$ cat config.mk
export PLATFORM = sky130hd
export DESIGN_NAME = grid_display
export DESIGN_NICKNAME = d
export VERILOG_FILES = /design/src/rtl/grid_display_pkg.sv /design/src/rtl/grid_axis_decode.sv /design/src/rtl/grid_display.sv
export SDC_FILE = /design/constraint.sdc
export NUM_CORES = 1
export LEC_CHECK = 0
export CAP_MARGIN = 20
export CORE_ASPECT_RATIO = 1.4
export CORE_MARGIN = 2
export CORE_UTILIZATION = 38
export DETAILED_ROUTE_END_ITERATION = 8
export GPL_ROUTABILITY_DRIVEN = 0
export PLACE_DENSITY_LB_ADDON = 0.05
export RECOVER_POWER = 25
export SLEW_MARGIN = 20
export SYNTH_ARGS = -nofsm -noshare
export SYNTH_HDL_FRONTEND = slang
export SYNTH_HIERARCHICAL = 1
export SYNTH_SLANG_ARGS = --single-unit
$ cat constraint.sdc
create_clock -name clk -period 1.9 [get_ports clk]
set_input_delay 0.19 -clock clk [delete_from_list [all_inputs] [get_ports clk]]
set_output_delay 0.19 -clock clk [all_outputs]
set_load 0.01 [all_outputs]
$ cat src/rtl/grid_display_pkg.sv
// ============================================================================
// Module      : grid_display_pkg
// Description : Shared colours, axis-class and error-FSM encodings, and a
//               width helper for the grid_display pixel renderer.
// Revision    : 1.0 - initial release
// ============================================================================
`default_nettype none

package grid_display_pkg;

    localparam int RGB_W = 12;

    localparam logic [RGB_W-1:0] GAP_COLOR      = 12'h7FF;
    localparam logic [RGB_W-1:0] BORDER_DEFAULT = 12'h606;
    localparam logic [RGB_W-1:0] BORDER_ERROR   = 12'hA30;

    // Where a scan coordinate falls along one axis of the board
    typedef enum logic [1:0] {
        BORDER = 2'd0,
        GAP    = 2'd1,
        CELL   = 2'd2
    } axis_class_t;

    // Error-display state machine
    typedef enum logic {
        IDLE = 1'b0,
        ERR  = 1'b1
    } err_state_t;

    // $clog2 that never yields a zero-width vector
    function automatic int idx_width(input int n);
        return (n > 1) ? $clog2(n) : 1;
    endfunction

endpackage

`default_nettype wire

$ cat src/rtl/grid_axis_decode.sv
// ============================================================================
// Module      : grid_axis_decode
// Description : Classifies one scan coordinate as border, gap or cell and
//               returns the cell index, using constant comparators only.
// Revision    : 1.0 - initial release
// ============================================================================
`default_nettype none

module grid_axis_decode
    import grid_display_pkg::*;
#(
    parameter int ORIGIN = 110,
    parameter int N      = 4,
    parameter int CELL_W = 100,
    parameter int GAP_W  = 4,
    localparam int IDX_W = idx_width(N)
) (
    input  logic [9:0]       pos,
    output axis_class_t      cls,
    output logic [IDX_W-1:0] idx
);

    // Last coordinate belonging to the grid (closing gap line included)
    localparam int LAST = ORIGIN + (N + 1) * GAP_W + N * CELL_W;

    int w_pos;
    assign w_pos = int'(pos);

    // Cell i spans (ORIGIN+(i+1)*GAP_W+i*CELL_W, ORIGIN+(i+1)*(GAP_W+CELL_W)];
    // the ranges are disjoint, so no priority is implied by the loop order.
    always_comb begin
        cls = GAP;
        idx = '0;
        if (w_pos <= ORIGIN || w_pos > LAST) begin
            cls = BORDER;
        end else begin
            for (int i = 0; i < N; i++) begin
                if (w_pos >  ORIGIN + (i + 1) * GAP_W + i * CELL_W &&
                    w_pos <= ORIGIN + (i + 1) * (GAP_W + CELL_W)) begin
                    cls = CELL;
                    idx = IDX_W'(i);
                end
            end
        end
    end

endmodule

`default_nettype wire

$ cat src/rtl/grid_display.sv
// ============================================================================
// Module      : grid_display
// Description : Two-stage pixel renderer for a ROWS x COLS tile grid with gap
//               lines, a border, and an error-hold / blinking border.
// Revision    : 1.0 - initial release
// ============================================================================
`default_nettype none

module grid_display
    import grid_display_pkg::*;
#(
    parameter int ROWS            = 4,
    parameter int COLS            = 4,
    parameter int CELL_W          = 100,
    parameter int GAP_W           = 4,
    parameter int ORIGIN_X        = 110,
    parameter int ORIGIN_Y        = 30,
    parameter int ERR_HOLD_FRAMES = 60,
    parameter int BLINK_FRAMES    = 15
) (
    input  logic                        clk,
    input  logic                        reset,
    input  logic [9:0]                  x,
    input  logic [9:0]                  y,
    input  logic                        videoOn,
    input  logic [ROWS*COLS*RGB_W-1:0]  cells,
    input  logic                        error,
    output logic [RGB_W-1:0]            rgb
);

    localparam int XI_W    = idx_width(COLS);
    localparam int YI_W    = idx_width(ROWS);
    localparam int CELL_N  = ROWS * COLS;
    localparam int FLAT_W  = idx_width(CELL_N);
    localparam int HOLD_W  = idx_width(ERR_HOLD_FRAMES + 1);
    localparam int BLINK_W = idx_width(BLINK_FRAMES);

    localparam logic [HOLD_W-1:0]  HOLD_LOAD  = HOLD_W'(ERR_HOLD_FRAMES);
    localparam logic [BLINK_W-1:0] BLINK_LAST = BLINK_W'(BLINK_FRAMES - 1);

    axis_class_t       w_x_cls, w_y_cls;
    logic [XI_W-1:0]   w_x_idx;
    logic [YI_W-1:0]   w_y_idx;
    logic              w_pos_nonzero;

    axis_class_t       r_x_cls, r_y_cls;
    logic [XI_W-1:0]   r_x_idx;
    logic [YI_W-1:0]   r_y_idx;
    logic              r_video;
    logic              r_valid;
    logic              r_pos_nonzero;
    logic              r_frame_start;

    err_state_t        r_state;
    logic [HOLD_W-1:0] r_hold;
    logic [BLINK_W-1:0] r_blink;
    logic              r_phase;

    logic [RGB_W-1:0]  w_border;
    logic [FLAT_W-1:0] w_flat;
    logic [RGB_W-1:0]  w_cell_color [CELL_N];

    grid_axis_decode #(
        .ORIGIN (ORIGIN_X),
        .N      (COLS),
        .CELL_W (CELL_W),
        .GAP_W  (GAP_W)
    ) u_x_decode (
        .pos (x),
        .cls (w_x_cls),
        .idx (w_x_idx)
    );

    grid_axis_decode #(
        .ORIGIN (ORIGIN_Y),
        .N      (ROWS),
        .CELL_W (CELL_W),
        .GAP_W  (GAP_W)
    ) u_y_decode (
        .pos (y),
        .cls (w_y_cls),
        .idx (w_y_idx)
    );

    assign w_pos_nonzero = (x != 10'd0) || (y != 10'd0);

    // Stage 1: register axis decode, video flag, and the frame-start edge of (0,0)
    always_ff @(posedge clk or posedge reset) begin
        if (reset) begin
            r_x_cls       <= BORDER;
            r_y_cls       <= BORDER;
            r_x_idx       <= '0;
            r_y_idx       <= '0;
            r_video       <= 1'b0;
            r_valid       <= 1'b0;
            r_pos_nonzero <= 1'b0;
            r_frame_start <= 1'b0;
        end else begin
            r_x_cls       <= w_x_cls;
            r_y_cls       <= w_y_cls;
            r_x_idx       <= w_x_idx;
            r_y_idx       <= w_y_idx;
            r_video       <= videoOn;
            r_valid       <= 1'b1;
            r_pos_nonzero <= w_pos_nonzero;
            r_frame_start <= r_pos_nonzero && !w_pos_nonzero;
        end
    end

    // Error FSM: hold timer reloads while error is high, blink phase toggles every BLINK_FRAMES frames
    always_ff @(posedge clk or posedge reset) begin
        if (reset) begin
            r_state <= IDLE;
            r_hold  <= '0;
            r_blink <= '0;
            r_phase <= 1'b0;
        end else begin
            case (r_state)
                IDLE: begin
                    if (error) begin
                        r_state <= ERR;
                        r_hold  <= HOLD_LOAD;
                        r_blink <= '0;
                        r_phase <= 1'b0;
                    end
                end
                ERR: begin
                    if (error) begin
                        r_hold <= HOLD_LOAD;
                    end else if (r_frame_start && r_hold != '0) begin
                        r_hold <= r_hold - 1'b1;
                    end
                    if (r_frame_start) begin
                        if (r_blink == BLINK_LAST) begin
                            r_blink <= '0;
                            r_phase <= ~r_phase;
                        end else begin
                            r_blink <= r_blink + 1'b1;
                        end
                    end
                    if (r_hold == '0 && !error) begin
                        r_state <= IDLE;
                    end
                end
                default: r_state <= IDLE;
            endcase
        end
    end

    // Flatten the cell bus into an addressable table
    for (genvar g = 0; g < CELL_N; g++) begin : g_cell_unpack
        assign w_cell_color[g] = cells[g*RGB_W +: RGB_W];
    end

    // Border colour and row-major cell address for the pixel held in stage 1
    always_comb begin
        w_border = (r_state == ERR && !r_phase) ? BORDER_ERROR : BORDER_DEFAULT;
        w_flat   = FLAT_W'(r_y_idx) * FLAT_W'(COLS) + FLAT_W'(r_x_idx);
    end

    // Stage 2: pick the pixel colour
    always_ff @(posedge clk or posedge reset) begin
        if (reset) begin
            rgb <= '0;
        end else if (!(r_valid && r_video)) begin
            rgb <= '0;
        end else if (r_x_cls == BORDER || r_y_cls == BORDER) begin
            rgb <= w_border;
        end else if (r_x_cls == CELL && r_y_cls == CELL) begin
            rgb <= w_cell_color[w_flat];
        end else begin
            rgb <= GAP_COLOR;
        end
    end

endmodule

`default_nettype wire

==> flow_metrics.tcl, run 1 <==
set metrics [dict create \
    clk_latency_ns 0.28 \
    leakage_nw 2.49 \
    die_w_um 86.9 \
    drc_errors 0 \
    finalWirelength_um 13400 \
    syn-mean-instance-area_sq_um 10.5 \
    async_flop_share_pct 100 \
    power_w 0.00280 \
    dr.first_iter.drc_count 189 \
    drive_above_1_share_pct 16.8 \
    synth.cell_area_sq_mm 0.00365 \
    yosysTopAreaCellShare_pct 24.7 \
    ant_nets 0 \
    num_rows 42 \
    clock-sinks 36 \
    globalRouteTotalUtil_pct 25.3 \
    htreeDepth 2 \
    synth.area.top_cells "dfrtp_1 (25%), mux4_2 (22%), mux2i_1 (6.9%)" \
    status "completed" \
    nets 810 \
    endpoint_kind "flip-flop" \
    grt_overflow 0 \
    ys_warn_count 6 \
    core_area_sq_mm 0.00941 \
    synth_edf_count 0 \
    synthFlopType "dfrtp_1" \
    final-setup-viol-count 0 \
    worstPathArrival_ns 2.02 \
    irDropWorstVdd_uv 284 \
    dr.pass1.iters 4 \
    yosysSeqAreaShare_pct 24.7 \
    n_fill_cell 735 \
    reg2reg_setup_slack_ns 0.11 \
    synth_seq_cells 36 \
    stdcell_count 702 \
    grt_pass1_wl_um 20700 \
    rsz0062_at_grt "false" \
    antenna_found_initial 1 \
    fin_skew_ns 0.00789 \
    hold_end "r_y_idx[0]$_DFF_PP0_" \
    synth_cell_types 71 \
    r2r_end "r_hold[1]$_DFFE_PP0P_" \
    hold_ws_ns 0.464 \
    grt_pass1_vias 4293 \
    hold_path_class "input port to flip-flop" \
    critPathKind "input port to flip-flop" \
    finalCriticalPeriod_ns 1.84 \
    root_buffer "clkbuf_16" \
    cts.path.max_buffers 2 \
    min-delay-start "y[7]" \
    path_clk_slew_ns 0.06 \
    routed_via_density 5.75 \
    finalHoldViolations 0 \
    num_io_pins 228 \
    reg2reg_from "r_hold[0]$_DFFE_PP0P_" \
    port_buffers 227 \
    initial_core_util_pct 38.8 \
    synth_area_leader_cell "dfrtp_1" \
    final_core_utilization_pct 67.8 \
    die_h_um 120 \
    cts_buffers 5 \
    worst_hold_path.num_cells 4 \
    worst_ep_required_time_ns 2.08 \
    tightest_slew_ns 0.890 \
    max_freq_ghz 0.544 \
    grt_start_max_net_pins 38 \
    vias 4040 \
    syn_inst 349 \
    period_share_pct 96.8 \
    syn_to_final_growth_pct 74.7 \
    wl_per_cell_um 19.1 \
    tritoncts "done" \
    maxCapViolations 0 \
    dp.cells 692 \
    cp_max_fo 5 \
    dieArea_sq_mm 0.0104 \
    post-dp-hpwl_um 11300 \
    synth_nets 569 \
    maxSlewHeadroom_pct 40.7 \
    p_per_area_mw_per_mm2 439 \
    finalMaxSlewViolations 0 \
    start_kind "input port" \
    reg2regPathDepth 6 \
]
metrics by stage:
stage	TNS [ns]	instance area, sq um	setup WS [ns]
4_1_cts	0	6340	0.0108
2_1_floorplan	0	3650	0.132
3_3_place_gp	-1.07	6210	-0.329
6_report	0	6380	0.0601
5_1_grt	0	6380	0.0267
3_5_place_dp	-1.13	6210	-0.342
power by group:
group          switching, W  total [W]  internal [W]
Sequential        0.0000353   0.000840      0.000805
Combinational      0.000416    0.00119      0.000771
Clock              0.000292   0.000777      0.000484
Total              0.000744    0.00280       0.00206
worst max-delay path, cell delays in order:
cell             delay (ns)
clkdlybuf4s50_1        0.48
buf_4                  0.18
a211o_1                0.29
o311ai_0               0.46
nand4_2                0.17
nor4_2                 0.26
cell usage after synthesis, drive strengths merged, types with 7 or more instances:
master and n:
a211oi 8, a21oi 16, a22oi 10, buf 19, clkbuf 12, dfrtp 36, inv 13, mux2i 25
mux4 37, nand2 25, nand3 9, nor2 14, o21ai 7, o22ai 10
state kept, by name (all words and copies together), names as in the netlist, 2 cells and up:
name     count
r_x_cls      2
r_hold       6
r_x_idx      2
r_y_cls      2
r_blink      4
r_y_idx      2
rgb         12
logic make-up after synthesis:
logic type                 after synthesis  share of synthesized area [%]
xor gates and xnor gates                 4                          0.959
AOI/OAI and AO/OA                       97                           19.7
muxes                                   63                           30.2
other                                    1                          0.103
and+or+nand+nor                        100                           16.3
DFF                                     36                           24.7
adders and majority gates                4                           1.37
buffers and inverters                   44                           6.78
area by class of cell:
type	instances	area (sq um)	area share, %
Timing Repair Buffer	265	2630	41.2
Antenna cell	1	2.50	0.0392
Clock buffer	7	133	2.08
Clock inverter	1	5.00	0.0784
Inverter	13	48.8	0.765
Tap cell	110	138	2.16
Sequential cell	36	905	14.2
Multi-Input combinational cell	269	2520	39.5
how the worst max path moves through the flow:
stage | end | start | slack [ns]
finish | r_y_cls[0]$_DFF_PP0_ | y[3] | 0.06
global route | r_y_cls[0]$_DFF_PP0_ | y[3] | 0.03
CTS | r_y_cls[0]$_DFF_PP0_ | y[7] | 0.01
detailed placement | r_y_cls[0]$_DFF_PP0_ | y[5] | -0.34
global placement | r_y_cls[0]$_DFF_PP0_ | y[5] | -0.33
floorplan | r_y_cls[0]$_DFF_PP0_ | y[4] | 0.13
routing by layer:
metal / routed length [um] / GRT usage (%) / vias up
met4: 368 / 7.03 / 0
li1: - / - / 1903
met3: 1170 / 7.70 / 32
met1: 4660 / 26.7 / 1895
met2: 7200 / 47.4 / 210
met5: 0 / 0 / -
cell usage in the layout, fill, tap and decap left out, drive strengths merged, types with 4 or more instances in the layout:
cell type,n
clkdlybuf4s50,221
mux4,37
buf,37
dfrtp,36
mux2i,25
nand2,25
a21oi,16
nor2,14
inv,13
o22ai,10
a22oi,10
nand3,9
a211oi,8
clkbuf,8
o21ai,7
a311oi,6
nor4,6
and3,5
nor3,5
nand4,5
or4,5
o31ai,4
nor2b,4
or3,4
a31oi,4
ha,4
dlymetal6s2s,4
o211ai,4
o2111ai,4
a211o,4
repair_timing:
action | in CTS | in global routing
setup endpoints to repair | 2 | 1
gates resized for setup | 0 | 7
hold buffers | 0 | 0
pin swaps | 3 | 4
buffers inserted | 0 | 1
Note: power is estimated with default switching activity, not from simulation.
==> inputs of run 2 (changes only) <==
--- a/config.mk
+++ b/config.mk
@@ -8,7 +8,7 @@
 export CAP_MARGIN = 20
 export CORE_ASPECT_RATIO = 1.4
 export CORE_MARGIN = 2
-export CORE_UTILIZATION = 38
+export CORE_UTILIZATION = 30
 export DETAILED_ROUTE_END_ITERATION = 8
 export GPL_ROUTABILITY_DRIVEN = 0
 export PLACE_DENSITY_LB_ADDON = 0.05
==> run 2 against run 1 <==
  * Global-route usage shrank 1.9 points
  * Die area is 26% higher
  * Core utilization decreased by 13 points
  * Worst setup slack worse by 0.015 ns
  * Register-to-register slack got worse by 0.02 ns
  * Sequential cell count is the same
  * Critical path type unchanged
  * Power up 8.0%
  * Sequential power fell by 0.7%
  * First-iteration DRC count up 3.2%
  * Largest power group unchanged
  * Clock skew is 0.0028 ns lower
  * Highest routed layer unchanged
  * Non-clock buffer count up 8
  * Sequential share of layout area fell by 0.30 points
==> flow_metrics.tcl, run 2 (synthesis gave the netlist of run 1 again) <==
set metrics [dict create \
    fin_skew_ns 0.00508 \
    drive_above_1_share_pct 19.2 \
    crit_buf_inv 1 \
    initial_core_util_pct 30.7 \
    cp_max_fo 2 \
    crit_chain "clkdlybuf4s50_1 > or4b_4 > or4_1 > a211o_1 > nand4_2 > nor4_2" \
    die_w_um 97.3 \
    tightest_slew_ns 0.925 \
    globalRouteTotalUtil_pct 23.4 \
    vias 4101 \
    internal_power_w 0.00221 \
    status "completed" \
    endpoint_kind "flip-flop" \
    irDropWorstVdd_uv 370 \
    worst_ep_required_time_ns 2.06 \
    path_clk_slew_ns 0.06 \
    core_area_sq_mm 0.0119 \
    grt_start_max_net_pins 37 \
    clock-sinks 36 \
    hold_path_class "flip-flop to flip-flop" \
    maxCapViolations 0 \
    tritoncts "done" \
    finalMaxSlewViolations 0 \
    start_kind "input port" \
    syn_to_final_growth_pct 78.5 \
    dr.first_iter.drc_count 195 \
    cp_top_family "simple AND/OR/NAND/NOR gates" \
    finalHoldViolations 0 \
    drc_errors 0 \
    root_buffer "clkbuf_16" \
    slowest_delay_ns 0.54 \
    final_common_cell "clkdlybuf4s50_1" \
    antenna_found_initial 1 \
    dp.cells 738 \
    nets 818 \
    largest_reg_flops 12 \
    power_w 0.00303 \
    period_share_pct 97.6 \
    final-setup-viol-count 0 \
    largestRegisters "rgb (12), r_hold (6), r_blink (4)" \
    top_register "rgb" \
    ctsHoldBuffers 0 \
    grt_overflow 0 \
    leakage_nw 2.51 \
    grt_pass1_vias 4365 \
    dr.pass1.iters 4 \
    worstPathArrival_ns 2.01 \
    p_per_area_mw_per_mm2 465 \
    p_seq_share_pct 27.5 \
    p_switching_w 0.000820 \
    grt_pass1_wl_um 24200 \
    fin_tns_setup_ns 0 \
    cts_setup_buffers 0 \
    wl_per_cell_um 20.4 \
    routed_via_density 5.49 \
    maxSlewHeadroom_pct 38.3 \
    num_rows 47 \
    rsz0062_at_grt "true" \
    power_frac_comb_pct 41.2 \
    finalCriticalPeriod_ns 1.85 \
    finalWirelength_um 15200 \
    max_freq_ghz 0.539 \
    clkPwrFrac_pct 31.2 \
    die_h_um 135 \
    clk_latency_ns 0.28 \
    post-dp-hpwl_um 12700 \
    switching_share_pct 27.1 \
    stdcell_count 747 \
    num_io_pins 228 \
    cts_buffers 5 \
    dieArea_sq_mm 0.0131 \
    mostFrequentLayoutCells "clkdlybuf4s50_1 (225), buf_4 (41), mux4_2 (35)" \
    port_buffers 227 \
    ant_nets 0 \
    cts.path.max_buffers 2 \
    htreeDepth 2 \
    critPathKind "input port to flip-flop" \
    cp_slowest_cell "or4b_4" \
]
run 2: changes by cell type in the layout (fill, tap and decap cells not counted), sizes merged:
| cell | previous run | this run |
|---|---|---|
| buf | 37 | 45 |
| clkbuf | 8 | 6 |
| clkinvlp | 0 | 1 |
| dlymetal6s2s | 4 | 0 |
| bufinv | 0 | 1 |
| clkdlybuf4s50 | 221 | 225 |
run 2: layout make-up:
class                      instances  area [sq um]
timing repair buffer             273          2670
clock buffer                       5           125
multi-input combinational        269          2540
clock inverter                     3          42.5
inverter                          13          48.8
antenna                            1          2.50
sequential                        36           905
tap                              147           184
fill                            1080          5360
run 2: routing by layer:
metal	part of all wire (%)	track usage [%]
met5	0	0
met3	7.4	5.64
met1	35	25.3
met4	2.2	6.10
met2	55	45.6
run 2: final timing paths:
check / depth (start not counted) / to / slack (ns) / start
setup reg to reg: 5 / rgb[5]$_DFF_PP0_ / 0.09 / r_x_idx[1]$_DFF_PP0_
min in group asynchronous: 3 / rgb[7]$_DFF_PP0_ / 0.62 / reset
hold / removal: 2 / r_frame_start$_DFF_PP0_ / 0.48 / r_pos_nonzero$_DFF_PP0_
max in group asynchronous: 3 / r_x_idx[1]$_DFF_PP0_ / 0.64 / reset
setup / recovery: 6 / r_y_cls[0]$_DFF_PP0_ / 0.05 / y[5]
hold reg to reg: 2 / r_frame_start$_DFF_PP0_ / 0.48 / r_pos_nonzero$_DFF_PP0_
run 2: stage by stage:
stage	hold WS [ns]	worst slack (ns)	cell area, sq um	utilization [%]
6_report	0.478	0.0453	6520	54.9
5_1_grt	0.488	0.000602	6520	54.9
4_1_cts	0.331	0.0375	6500	54.7
3_5_place_dp	0.467	-0.339	6310	53.1
3_3_place_gp	0.461	-0.333	6310	53.1
2_1_floorplan	0.221	0.132	3650	-
run 2: repair_timing:
action	CTS	global route
pin swaps	3	2
endpoints found under the setup margin	4	4
resized for setup	4	5
run 2: power by group through the flow:
stage,sequential (W),clock [W],combinational (W)
after global placement,0.000846,0,0.00123
after detailed placement,0.000848,0,0.00124
after CTS,0.000834,0.000964,0.00125
final,0.000834,0.000945,0.00125
after global routing,0.000839,0.000998,0.00134
after floorplan,0.000838,0,0.000540
run 2: worst register-to-register path, delay by kind of cell (launching register included):
family,cells,cell delay (ns)
AOI/OAI and AO/OA,2,0.38
buffers and inverters,2,0.36
DFF,1,0.41
muxes,1,0.55
